===== src/rtl/axi_ax_buffer_pkg.sv =====
// Shared widths, attribute bundle and payload-width helper for the AXI AX elastic buffer.
// The optional stall counter in axi_ax_buffer is enabled by defining AXI_AX_BUFFER_STALL_CNT_EN.
package axi_ax_buffer_pkg;

  localparam int AX_FIXED_W = 29;
  localparam int ATOP_W     = 6;

  // Fixed-width AX attributes, most significant field first as stored in the payload.
  typedef struct packed {
    logic [3:0] cache;
    logic [2:0] prot;
    logic       lock;
    logic [1:0] burst;
    logic [2:0] size;
    logic [7:0] len;
    logic [3:0] qos;
    logic [3:0] region;
  } ax_attr_t;

  function automatic int ax_payload_w(input int id_w, input int addr_w, input int user_w,
                                      input bit is_aw);
    return AX_FIXED_W + addr_w + user_w + id_w + (is_aw ? ATOP_W : 0);
  endfunction

endpackage


===== src/rtl/axi_ax_fifo.sv =====
// Valid/ready FIFO with occupancy output and an optional zero-latency fall-through path
// used when the FIFO is empty.
module axi_ax_fifo #(
  parameter int DATA_WIDTH   = 8,
  parameter int DEPTH        = 2,
  parameter bit FALL_THROUGH = 1'b0
) (
  input  logic                           clk_i,
  input  logic                           rst_ni,
  input  logic                           in_valid,
  input  logic [DATA_WIDTH-1:0]          in_data,
  output logic                           in_ready,
  output logic                           out_valid,
  output logic [DATA_WIDTH-1:0]          out_data,
  input  logic                           out_ready,
  output logic [$clog2(DEPTH+1)-1:0]     usage
);

  localparam int UW    = $clog2(DEPTH + 1);
  localparam int PTR_W = (DEPTH > 1) ? $clog2(DEPTH) : 1;
  localparam logic [UW-1:0]    FULL_CNT = UW'(DEPTH);
  localparam logic [PTR_W-1:0] LAST_PTR = PTR_W'(DEPTH - 1);

  logic                  ready_en;
  logic [PTR_W-1:0]      wr_ptr;
  logic [PTR_W-1:0]      rd_ptr;
  logic [UW-1:0]         count;
  logic [DATA_WIDTH-1:0] mem [DEPTH];

  logic empty;
  logic full;
  logic push;
  logic pop;
  logic bypass;
  logic write;
  logic read;

  assign empty     = (count == '0);
  assign full      = (count == FULL_CNT);
  assign in_ready  = ready_en & ~full;
  assign push      = in_valid & in_ready;
  // Bypass only once out of reset so master data reads as zero while held in reset.
  assign bypass    = FALL_THROUGH & empty & in_valid & ready_en;
  assign out_valid = ~empty | bypass;
  assign out_data  = bypass ? in_data : mem[rd_ptr];
  assign pop       = out_valid & out_ready;
  assign write     = push & ~(bypass & out_ready);
  assign read      = pop & ~empty;
  assign usage     = count;

  always_ff @(posedge clk_i or negedge rst_ni) begin
    if (!rst_ni) begin
      ready_en <= 1'b0;
      wr_ptr   <= '0;
      rd_ptr   <= '0;
      count    <= '0;
    end else begin
      ready_en <= 1'b1;
      if (write) begin
        wr_ptr <= (wr_ptr == LAST_PTR) ? '0 : wr_ptr + 1'b1;
      end
      if (read) begin
        rd_ptr <= (rd_ptr == LAST_PTR) ? '0 : rd_ptr + 1'b1;
      end
      case ({write, read})
        2'b10:   count <= count + 1'b1;
        2'b01:   count <= count - 1'b1;
        default: count <= count;
      endcase
    end
  end

  // Storage is cleared on reset so nothing from an interrupted transfer can reappear.
  always_ff @(posedge clk_i or negedge rst_ni) begin
    if (!rst_ni) begin
      for (int i = 0; i < DEPTH; i++) begin
        mem[i] <= '0;
      end
    end else if (write) begin
      mem[wr_ptr] <= in_data;
    end
  end

endmodule


===== src/rtl/axi_ax_buffer.sv =====
// AXI4 AR/AW address-channel elastic buffer: packs the AX beat into a FIFO payload and unpacks it.
// Define AXI_AX_BUFFER_STALL_CNT_EN to add stall_clr_i/stall_cnt_o (saturating master-stall counter).
module axi_ax_buffer
  import axi_ax_buffer_pkg::*;
#(
  parameter int ID_WIDTH     = 4,
  parameter int ADDR_WIDTH   = 32,
  parameter int USER_WIDTH   = 1,
  parameter int BUFFER_DEPTH = 2,
  parameter bit IS_AW        = 1'b0,
  parameter bit FALL_THROUGH = 1'b0
) (
  input  logic                                clk_i,
  input  logic                                rst_ni,
  input  logic                                test_en_i,
  input  logic                                slave_valid_i,
  input  logic [ADDR_WIDTH-1:0]               slave_addr_i,
  input  logic [2:0]                          slave_prot_i,
  input  logic [3:0]                          slave_region_i,
  input  logic [7:0]                          slave_len_i,
  input  logic [2:0]                          slave_size_i,
  input  logic [1:0]                          slave_burst_i,
  input  logic                                slave_lock_i,
  input  logic [3:0]                          slave_cache_i,
  input  logic [3:0]                          slave_qos_i,
  input  logic [5:0]                          slave_atop_i,
  input  logic [ID_WIDTH-1:0]                 slave_id_i,
  input  logic [USER_WIDTH-1:0]               slave_user_i,
  output logic                                slave_ready_o,
  output logic                                master_valid_o,
  output logic [ADDR_WIDTH-1:0]               master_addr_o,
  output logic [2:0]                          master_prot_o,
  output logic [3:0]                          master_region_o,
  output logic [7:0]                          master_len_o,
  output logic [2:0]                          master_size_o,
  output logic [1:0]                          master_burst_o,
  output logic                                master_lock_o,
  output logic [3:0]                          master_cache_o,
  output logic [3:0]                          master_qos_o,
  output logic [5:0]                          master_atop_o,
  output logic [ID_WIDTH-1:0]                 master_id_o,
  output logic [USER_WIDTH-1:0]               master_user_o,
  input  logic                                master_ready_i,
`ifdef AXI_AX_BUFFER_STALL_CNT_EN
  input  logic                                stall_clr_i,
  output logic [15:0]                         stall_cnt_o,
`endif
  output logic [$clog2(BUFFER_DEPTH+1)-1:0]   usage_o
);

  localparam int PAYLOAD_W = ax_payload_w(ID_WIDTH, ADDR_WIDTH, USER_WIDTH, IS_AW);
  localparam int CORE_W    = AX_FIXED_W + ADDR_WIDTH + USER_WIDTH + ID_WIDTH;

  if (BUFFER_DEPTH < 1) begin : g_bad_depth
    $error("axi_ax_buffer: BUFFER_DEPTH must be at least 1");
  end

  ax_attr_t             slave_attr;
  ax_attr_t             master_attr;
  logic [CORE_W-1:0]    slave_core;
  logic [CORE_W-1:0]    master_core;
  logic [PAYLOAD_W-1:0] slave_payload;
  logic [PAYLOAD_W-1:0] master_payload;
  logic                 unused_test_en;

  assign unused_test_en = test_en_i;

  assign slave_attr = '{
    cache:  slave_cache_i,
    prot:   slave_prot_i,
    lock:   slave_lock_i,
    burst:  slave_burst_i,
    size:   slave_size_i,
    len:    slave_len_i,
    qos:    slave_qos_i,
    region: slave_region_i
  };
  assign slave_core = {slave_attr, slave_addr_i, slave_user_i, slave_id_i};

  assign {master_attr, master_addr_o, master_user_o, master_id_o} = master_core;
  assign master_cache_o  = master_attr.cache;
  assign master_prot_o   = master_attr.prot;
  assign master_lock_o   = master_attr.lock;
  assign master_burst_o  = master_attr.burst;
  assign master_size_o   = master_attr.size;
  assign master_len_o    = master_attr.len;
  assign master_qos_o    = master_attr.qos;
  assign master_region_o = master_attr.region;

  // ATOP rides in the low payload bits on AW; on AR it is neither stored nor forwarded.
  if (IS_AW) begin : g_aw
    assign slave_payload = {slave_core, slave_atop_i};
    assign master_core   = master_payload[PAYLOAD_W-1:ATOP_W];
    assign master_atop_o = master_payload[ATOP_W-1:0];
  end else begin : g_ar
    logic unused_atop;
    assign unused_atop   = ^slave_atop_i;
    assign slave_payload = slave_core;
    assign master_core   = master_payload;
    assign master_atop_o = '0;
  end

  axi_ax_fifo #(
    .DATA_WIDTH  (PAYLOAD_W),
    .DEPTH       (BUFFER_DEPTH),
    .FALL_THROUGH(FALL_THROUGH)
  ) u_fifo (
    .clk_i    (clk_i),
    .rst_ni   (rst_ni),
    .in_valid (slave_valid_i),
    .in_data  (slave_payload),
    .in_ready (slave_ready_o),
    .out_valid(master_valid_o),
    .out_data (master_payload),
    .out_ready(master_ready_i),
    .usage    (usage_o)
  );

`ifdef AXI_AX_BUFFER_STALL_CNT_EN
  logic [15:0] stall_cnt;

  // Counts cycles the master side holds off a valid beat; clear wins over increment.
  always_ff @(posedge clk_i or negedge rst_ni) begin
    if (!rst_ni) begin
      stall_cnt <= '0;
    end else if (stall_clr_i) begin
      stall_cnt <= '0;
    end else if (master_valid_o && !master_ready_i && (stall_cnt != 16'hFFFF)) begin
      stall_cnt <= stall_cnt + 16'd1;
    end
  end

  assign stall_cnt_o = stall_cnt;
`endif

endmodule

===== config.mk =====
export PLATFORM = sky130hd
export DESIGN_NAME = axi_ax_buffer
export DESIGN_NICKNAME = d
export VERILOG_FILES = /design/src/rtl/axi_ax_buffer_pkg.sv /design/src/rtl/axi_ax_fifo.sv /design/src/rtl/axi_ax_buffer.sv
export SDC_FILE = /design/constraint.sdc
export NUM_CORES = 1
export LEC_CHECK = 0
export ABC_AREA = 1
export CAP_MARGIN = 30
export CORE_MARGIN = 2
export CORE_UTILIZATION = 50
export CTS_CLUSTER_DIAMETER = 150
export CTS_CLUSTER_SIZE = 25
export DETAILED_ROUTE_END_ITERATION = 12
export HOLD_SLACK_MARGIN = 0.1
export PLACE_DENSITY = 0.79
export SYNTH_ARGS = -nofsm -noshare
export SYNTH_HDL_FRONTEND = slang
export SYNTH_HIERARCHICAL = 1
export SYNTH_SLANG_ARGS = --single-unit

===== constraint.sdc =====
create_clock -name clk_i -period 3.1 [get_ports clk_i]
set_clock_uncertainty 0.15 [all_clocks]
set_input_delay 0.93 -clock clk_i [delete_from_list [all_inputs] [get_ports clk_i]]
set_output_delay 0.93 -clock clk_i [all_outputs]
set_load 0.01 [all_outputs]

==> results.yml, run 1 <==
worst_setup_path:
  cp.depth: 5
  slowest_stage: "clkdlybuf4s50_1"
  crit_path_max_fanout: 41
  cp_data_arrival_time_ps: 1890
  crit_path_max_incr_delay_ps: 540
  worst-setup-path-type: "reg2out"
  r2r-start: "u_fifo/usage[0]"
  worstReg2RegEnd: "u_fifo/mem[94]"
  crit_end: "master_region_o[0]"
  crit_path_frequent_cell: "nand2_1"
  startpoint_type: "register"
  ff2ff_setup_slack_ps: 630
  path_buf_inv: 3
  reg2reg_depth: 6
  required_ps: 2020
  cp_top_family: "buffers and inverters"
  crit_path_start: "u_fifo/rd_ptr"
  cp-end-kind: "output port"
  path_cells: "inv_2 > buf_12 > nand2_1 > nand2_1 > clkdlybuf4s50_1"
cts:
  hold_buffers: 0
  cts_tree: "built"
  htree_num_levels: 4
  cts_root_buf: "clkbuf_16"
  clock_sink_count: 137
  cts_resized: 0
  clk_pin_slew_ps: 60
  postCtsSetupBuffers: 0
  worstSkewPairLatency_ps: 410
  cts-buffers-inserted: 17
  cts_buffer_depth: 2
synth:
  yosys-top-cells-count: "nand2_1, dfrtp_1, nand4_1"
  synthXorXnorAreaFrac: 0.00405
  yosys.area.top_type: "dfrtp_1"
  ys_seq_elements: 137
  synthDominantCellAreaShare: 0.529
  synth_flop_cell: "dfrtp_1"
  yosysMostFrequentCell: "nand2_1"
  synthAdderAreaFrac: 0.00193
  synth_async_sr_flop_share: 1.00
  synth-simple-area-share: 0.402
  synth_edf_count: 0
  synth_area_um2: 6480
  yosysSeqAreaShare: 0.529
  synth.distinct_cells: 15
  muxShareOfSynthArea: 0
  synth_compound_area_frac: 0.00251
  synth_area_leaders: "dfrtp_1, nand2_1, nand4_1"
  ys_warn_count: 6
  synth_top_family_by_area: "simple AND/OR/NAND/NOR gates"
  avgSynthCellArea_um2: 7.76
  syn_inst: 835
placement:
  placed_cells: 1091
  portBuffers: 139
  post-dp-hpwl_um: 10200
  place_congestion: 0.758
grt:
  grt_pass1_vias: 6027
  grt_start_max_net_pins: 74
  overflow: 0
  grt_util_all_layers: 0.257
  grt_pass1_wl_um: 29000
  antenna_found_initial: 0
run_status:
  status: "finished clean"
timing:
  hold_slack_ps: 262
  worst_pin_slew_ps: 803
  drv_slew: 0
  hold_viol: 0
  rsz0062_at_grt: "no"
  setup-tns-final_ps: 0
  min_period_ps: 2970
  setup_viol: 0
  timing.fmax_mhz: 337
  fin_crit_sh: 0.957
  slew_headroom: 0.464
cells_and_area:
  fillerInstances: 1056
  nets: 1016
  drive_above_1_share: 0.0610
  area_delta_synth_final_pct: 31.6
  n_antenna_cell: 0
  regArea_um2: 3430
  multi_input_area_um2: 2690
  final_cell_count_no_fill: 1123
floorplan:
  rows: 41
  io_pins: 153
  fp.dieArea_um2: 13900
  initial_core_util: 0.514
  coreArea_um2: 12600
  die_x_um: 118
  dieHeight_um: 118
hold_path:
  hold_path_class: "in2async"
drt:
  via_count: 6051
  drtIter0Drc: 677
  wirelength_um: 17500
  vias_per_cell: 5.39
  drtPass1Iterations: 5
  drtAntennaViolNets: 0
  avgRoutedWirePerCell_um: 15.6
  drc: 0
power:
  vdd_ir_drop_max_mv: 0.572
  p_per_area_nw_per_um2: 1100
  leakage_nw: 4.39
job:
  max_cap_violations: 0
==> through the flow <==
| stage | area (µm²) | util | power [W] | setup WS [ps] |
|---|---|---|---|---|
| after CTS | 8530 | 0.676 | 0.00942 | 111 |
| final | 8530 | 0.676 | 0.00937 | 132 |
| after floorplan | 6500 | - | 0.00532 | 919 |
| after detailed placement | 7930 | 0.628 | 0.00731 | 555 |
| after global placement | 7930 | 0.628 | 0.00721 | 572 |
| after global routing | 8530 | 0.676 | 0.0100 | 25.3 |
==> power by group <==
part / switching [W] / internal (W) / total, W
Clock: 0.000792 / 0.00127 / 0.00206
Sequential: 0.000491 / 0.00261 / 0.00311
Combinational: 0.00232 / 0.00189 / 0.00421
==> state kept, by name, summed over array words and instances, names as in the netlist <==
| signal | cells |
|---|---|
| u_fifo/ready_en | 1 |
| u_fifo/wr_ptr | 1 |
| u_fifo/mem | 132 |
| u_fifo/usage | 2 |
| u_fifo/rd_ptr | 1 |
==> layout make-up <==
class,instances,area share
multi-input combinational,617,0.315
tap,172,0.0252
sequential,137,0.402
timing repair buffer,157,0.183
clock buffer,17,0.0499
clock inverter,15,0.0207
inverter,8,0.00352
==> cells by family after synthesis <==
logic type                 Yosys count
xor gates and xnor gates             3
other                                2
AOI/OAI and AO/OA                    1
buffers and inverters               86
DFF                                137
and+or+nand+nor                    605
adders and majority gates            1
==> placed cells by master, fill, tap and decap left out, types with 3 or more instances in the layout <==
cell	count
buf_12	3
buf_4	16
inv_1	5
clkbuf_16	17
bufinv_16	3
nand4_1	134
nand2_1	470
dfrtp_1	135
conb_1	7
clkdlybuf4s50_1	137
clkinv_2	4
inv_2	3
clkinv_4	3
clkinvlp_4	3
==> metal layers <==
layer	global-route usage	wire [µm]	vias to the layer above
met4	0.0858	306	0
met2	0.400	8460	260
li1	-	-	2921
met3	0.0601	1200	25
met1	0.356	7570	2845
met5	0	0	-
==> worst register-to-register path, delay by kind of cell, from the launching register on <==
kind	cells	cell delay, ps
simple gates	2	330
compound gates	1	170
buf+inv	3	1350
flops	1	410
==> worst min path at each step <==
stage                     slack, ps        endpoint  depth (start not counted)
final                           260  u_fifo/mem[29]                          1
after global routing            280  u_fifo/mem[28]                          1
after CTS                       270  u_fifo/mem[30]                          1
after detailed placement        320  u_fifo/mem[53]                          2
after global placement          310  u_fifo/mem[32]                          2
after floorplan                 300  u_fifo/mem[42]                          2
Note: power is estimated with default switching activity, not from simulation.
==> inputs of run 2 (changes only) <==
--- a/config.mk
+++ b/config.mk
@@ -8,12 +8,12 @@
 export ABC_AREA = 1
 export CAP_MARGIN = 30
 export CORE_MARGIN = 2
-export CORE_UTILIZATION = 50
+export CORE_UTILIZATION = 30
 export CTS_CLUSTER_DIAMETER = 150
 export CTS_CLUSTER_SIZE = 25
 export DETAILED_ROUTE_END_ITERATION = 12
 export HOLD_SLACK_MARGIN = 0.1
-export PLACE_DENSITY = 0.79
+export PLACE_DENSITY = 0.52
 export SYNTH_ARGS = -nofsm -noshare
 export SYNTH_HDL_FRONTEND = slang
 export SYNTH_HIERARCHICAL = 1
==> results.yml, run 2 (synthesis gave the netlist of run 1 again) <==
run_status:
  status: "finished clean"
floorplan:
  io_pins: 153
  rows: 53
  coreArea_um2: 21100
  die_x_um: 151
  fp.dieArea_um2: 22800
  initial_core_util: 0.307
  dieHeight_um: 151
cells_and_area:
  top_register: "u_fifo/mem"
  n_antenna_cell: 0
  final_common_cell: "nand2_1"
  utilization: 0.412
  nets: 1015
  largest_reg_flops: 132
  final_cell_mix: "nand2_1, dfrtp_1, nand4_1, clkdlybuf4s50_1, dlygate4sd2_1"
  area_delta_synth_final_pct: 34.0
  drive_above_1_share: 0.0580
  final_cell_count_no_fill: 1224
timing:
  hold_viol: 0
  rsz0062_at_grt: "no"
  slew_headroom: 0.414
  drv_slew: 0
  hold_slack_ps: 295
  setup_viol: 0
  min_period_ps: 2930
  timing.fmax_mhz: 341
  setup-tns-final_ps: 0
  fin_crit_sh: 0.946
  worst_pin_slew_ps: 879
  setup_ws_ps: 169
worst_setup_path:
  path_cells: "inv_4 > clkbuf_16 > nand2_1 > nand2_1 > clkdlybuf4s50_1"
  worst-setup-path-type: "reg2out"
  cp_top_family: "buffers and inverters"
  r2r-start: "u_fifo/usage[0]"
  cp-end-kind: "output port"
  path_buf_inv: 3
  ff2ff_setup_slack_ps: 690
  reg2reg_depth: 6
  required_ps: 2020
  crit_path_max_incr_delay_ps: 530
  cp_data_arrival_time_ps: 1850
  startpoint_type: "register"
  crit_path_max_fanout: 16
  slowest_stage: "clkdlybuf4s50_1"
  crit_path_frequent_cell: "nand2_1"
  cp.depth: 5
  worstReg2RegEnd: "u_fifo/mem[60]"
hold_path:
  hold_path_class: "in2async"
drt:
  drtPass1Iterations: 5
  avgRoutedWirePerCell_um: 16.6
  drtIter0Drc: 300
  wirelength_um: 20300
  drc: 0
  vias_per_cell: 4.85
  via_count: 5939
  drtAntennaViolNets: 0
power:
  p_per_area_nw_per_um2: 1080
  vdd_ir_drop_max_mv: 0.574
  leakage_nw: 4.51
cts:
  cts_buffer_depth: 2
  clock_sink_count: 137
  worstSkewPairLatency_ps: 410
  cts_tree: "built"
  hold_buffers: 0
  cts-buffers-inserted: 17
  cts_root_buf: "clkbuf_16"
  postCtsSetupBuffers: 0
  clk_pin_slew_ps: 60
  htree_num_levels: 4
grt:
  grt_start_max_net_pins: 95
  grt_util_all_layers: 0.181
  antenna_found_initial: 0
  grt_pass1_vias: 5826
  grt_pass1_wl_um: 31700
  overflow: 0
job:
  max_cap_violations: 0
placement:
  placed_cells: 1191
  dp_slack_ps: 402
  post-dp-hpwl_um: 10800
  place_congestion: 0.711
  portBuffers: 139
run 2: cell count changes in the layout (fill, tap and decap cells not counted), sizes merged:
cell | before | now
buf | 20 | 17
bufinv | 3 | 4
clkbuf | 17 | 20
clkdlybuf4s50 | 137 | 104
clkinv | 7 | 8
clkinvlp | 3 | 1
dlygate4sd2 | 0 | 33
inv | 10 | 8
run 2: routing by layer:
metal / vias to the layer above / global-route usage / routed length (µm)
met2: 154 / 0.281 / 9350
met3: 16 / 0.0437 / 1190
li1: 2918 / - / -
met5: - / 0 / 0
met4: 0 / 0.0453 / 173
met1: 2851 / 0.255 / 9600
run 2: how the worst max path moves through the flow:
stage                  startpoint  slack, ps           endpoint
floorplan           slave_valid_i        920    u_fifo/usage[1]
global placement    u_fifo/rd_ptr        410  master_addr_o[10]
detailed placement  u_fifo/rd_ptr        400     master_id_o[2]
CTS                 u_fifo/rd_ptr        0.7  master_addr_o[12]
global route        u_fifo/rd_ptr         50  master_addr_o[12]
finish              u_fifo/rd_ptr        170  master_addr_o[17]
run 2: timing repair:
item / CTS / global route
endpoints found under the setup margin: 47 / 33
gates cloned: 0 / 2
hold endpoints to repair: 0 / 0
pin swaps: 0 / 0
gates resized for setup: 34 / 1
run 2: power by group:
part,internal (W),switching [W]
clock,0.00134,0.000787
combinational,0.00174,0.00245
sequential,0.00261,0.000434
total,0.00569,0.00367
run 2: worst register-to-register path: cells and delay by family (launching register included):
| family | cells | cell delay (ps) |
|---|---|---|
| buf+inv | 3 | 1310 |
| flops | 1 | 420 |
| simple gates | 2 | 350 |
| compound gates | 1 | 130 |
run 2: area by class of cell:
cell class | count | area [µm²]
inverters | 8 | 32.5
well taps | 275 | 344
repair buffers | 156 | 1580
fillers | 2172 | 12400
flip-flops and latches | 137 | 3430
clock inverters | 13 | 179
multi-input cells | 617 | 2690
clock buffers | 18 | 429
run 2: through the flow:
step                power (W)  cell area (µm²)
detailed placement    0.00741             8060
global placement      0.00739             8060
floorplan             0.00532             6500
CTS                   0.00940             8630
finish                0.00936             8690
global route           0.0101             8690
==> inputs of run 3 (changes only) <==
--- a/config.mk
+++ b/config.mk
@@ -12,8 +12,9 @@
 export CTS_CLUSTER_DIAMETER = 150
 export CTS_CLUSTER_SIZE = 25
 export DETAILED_ROUTE_END_ITERATION = 12
+export DONT_BUFFER_PORTS = 1
 export HOLD_SLACK_MARGIN = 0.1
-export PLACE_DENSITY = 0.52
+export PLACE_DENSITY = 0.43
 export SYNTH_ARGS = -nofsm -noshare
 export SYNTH_HDL_FRONTEND = slang
 export SYNTH_HIERARCHICAL = 1
==> results.yml, run 3 (synthesis gave the netlist of run 1 again) <==
worst_setup_path:
  path_cells: "inv_2 > buf_4 > nand2_1 > nand2_1"
  cp_data_arrival_time_ps: 1600
  cp_top_family: "buffers and inverters"
  worst-setup-path-type: "reg2out"
  cp-end-kind: "output port"
  slowest_stage: "dfrtp_2"
  required_ps: 2020
  startpoint_type: "register"
  crit_path_frequent_cell: "nand2_1"
  path_buf_inv: 2
  crit_path_max_fanout: 36
  crit_path_max_incr_delay_ps: 420
timing:
  hold_slack_ps: 64.4
  setup_viol: 0
  fin_crit_sh: 0.864
  worst_pin_slew_ps: 814
  hold_viol: 0
  setup_ws_ps: 421
  min_period_ps: 2680
  setup-tns-final_ps: 0
  timing.fmax_mhz: 373
  slew_headroom: 0.457
  drv_slew: 0
  rsz0062_at_grt: "no"
cts:
  worstSkewPairLatency_ps: 410
  postCtsSetupBuffers: 0
  clk_pin_slew_ps: 60
  cts-buffers-inserted: 17
  htree_num_levels: 4
  cts_root_buf: "clkbuf_16"
  cts_buffer_depth: 2
  cts_resized: 0
  cts_tree: "built"
  clock_sink_count: 137
placement:
  place_congestion: 0.701
  dp_slack_ps: 854
  portBuffers: 0
  post-dp-hpwl_um: 10200
drt:
  drtIter0Drc: 315
  drtAntennaViolNets: 0
  vias_per_cell: 5.18
  avgRoutedWirePerCell_um: 18.2
  via_count: 5592
  drtPass1Iterations: 5
  wirelength_um: 19600
  drc: 0
power:
  p_per_area_nw_per_um2: 1120
  leakage_nw: 3.81
  vdd_ir_drop_max_mv: 0.372
  power_w: 0.00804
hold_path:
  hold_path_class: "in2async"
cells_and_area:
  nets: 869
  n_antenna_cell: 0
  top_register: "u_fifo/mem"
  area_delta_synth_final_pct: 10.7
  largest_reg_flops: 132
  final_cell_mix: "nand2_1, dfrtp_1, nand4_1, clkbuf_16"
  final_common_cell: "nand2_1"
  drive_above_1_share: 0.0560
  fillerInstances: 2218
floorplan:
  rows: 53
  io_pins: 153
  dieHeight_um: 151
  initial_core_util: 0.307
  die_x_um: 151
  fp.dieArea_um2: 22800
  coreArea_um2: 21100
job:
  max_cap_violations: 0
grt:
  grt_pass1_wl_um: 30800
  grt_start_max_net_pins: 138
  overflow: 0
  grt_pass1_vias: 5442
  grt_util_all_layers: 0.177
  antenna_found_initial: 0
run_status:
  status: "finished clean"
-- run 3: cell count changes in the layout (fill, tap and decap cells not counted), sizes merged, moves of 4 or more --
cell           delta
buf               -7
bufinv            -4
clkbuf            +7
clkdlybuf4s50   -104
clkinv            -5
dlygate4sd2      -33
-- run 3: area by class of cell --
class,instances,area (µm²),area share
clock inverters,5,33.8,0.00471
inverters,8,30.0,0.00419
multi-input cells,617,2690,0.375
well taps,275,344,0.0480
clock buffers,27,533,0.0743
repair buffers,10,113,0.0157
flip-flops and latches,137,3430,0.478
-- run 3: worst reg2reg max path, delay by kind of cell, from the launching register on --
family / cells / cell delay (ps)
AO/OA/AOI/OAI: 1 / 230
flip-flops: 1 / 490
AND/OR/NAND/NOR: 2 / 380
buffers and inverters: 2 / 770
-- run 3: per-layer routing --
metal / vias to the layer above / wire length (µm) / track usage
met4: 0 / 221 / 0.0523
li1: 2626 / - / -
met5: - / 0 / 0
met3: 16 / 2000 / 0.0614
met1: 2724 / 8220 / 0.233
met2: 226 / 9190 / 0.275
-- run 3: final timing paths --
check,start,endpoint,slack [ps],cells after the start
min,rst_ni,u_fifo/mem[42],60,0
min reg2reg,u_fifo/mem[77],u_fifo/mem[77],330,2
max in group asynchronous,rst_ni,u_fifo/mem[77],2490,0
max,u_fifo/rd_ptr,master_len_o[5],420,4
max reg2reg,u_fifo/usage[0],u_fifo/mem[57],1000,5
min in group clk_i,u_fifo/mem[77],u_fifo/mem[77],330,2
-- run 3: metrics by stage --
step | cells | util | cell area (µm²)
finish | 1079 | 0.340 | 7170
detailed placement | 1047 | 0.313 | 6610
CTS | 1079 | 0.340 | 7170
global route | 1079 | 0.340 | 7170
global placement | 1047 | 0.313 | 6610
floorplan | 840 | - | 6500
-- run 3: report_power, final --
part           switching, W  internal (W)  total (W)  leakage (nW)
registers          0.000493       0.00261    0.00311          1.71
clock network      0.000759       0.00117    0.00193         0.276
logic               0.00219      0.000809    0.00300          1.83
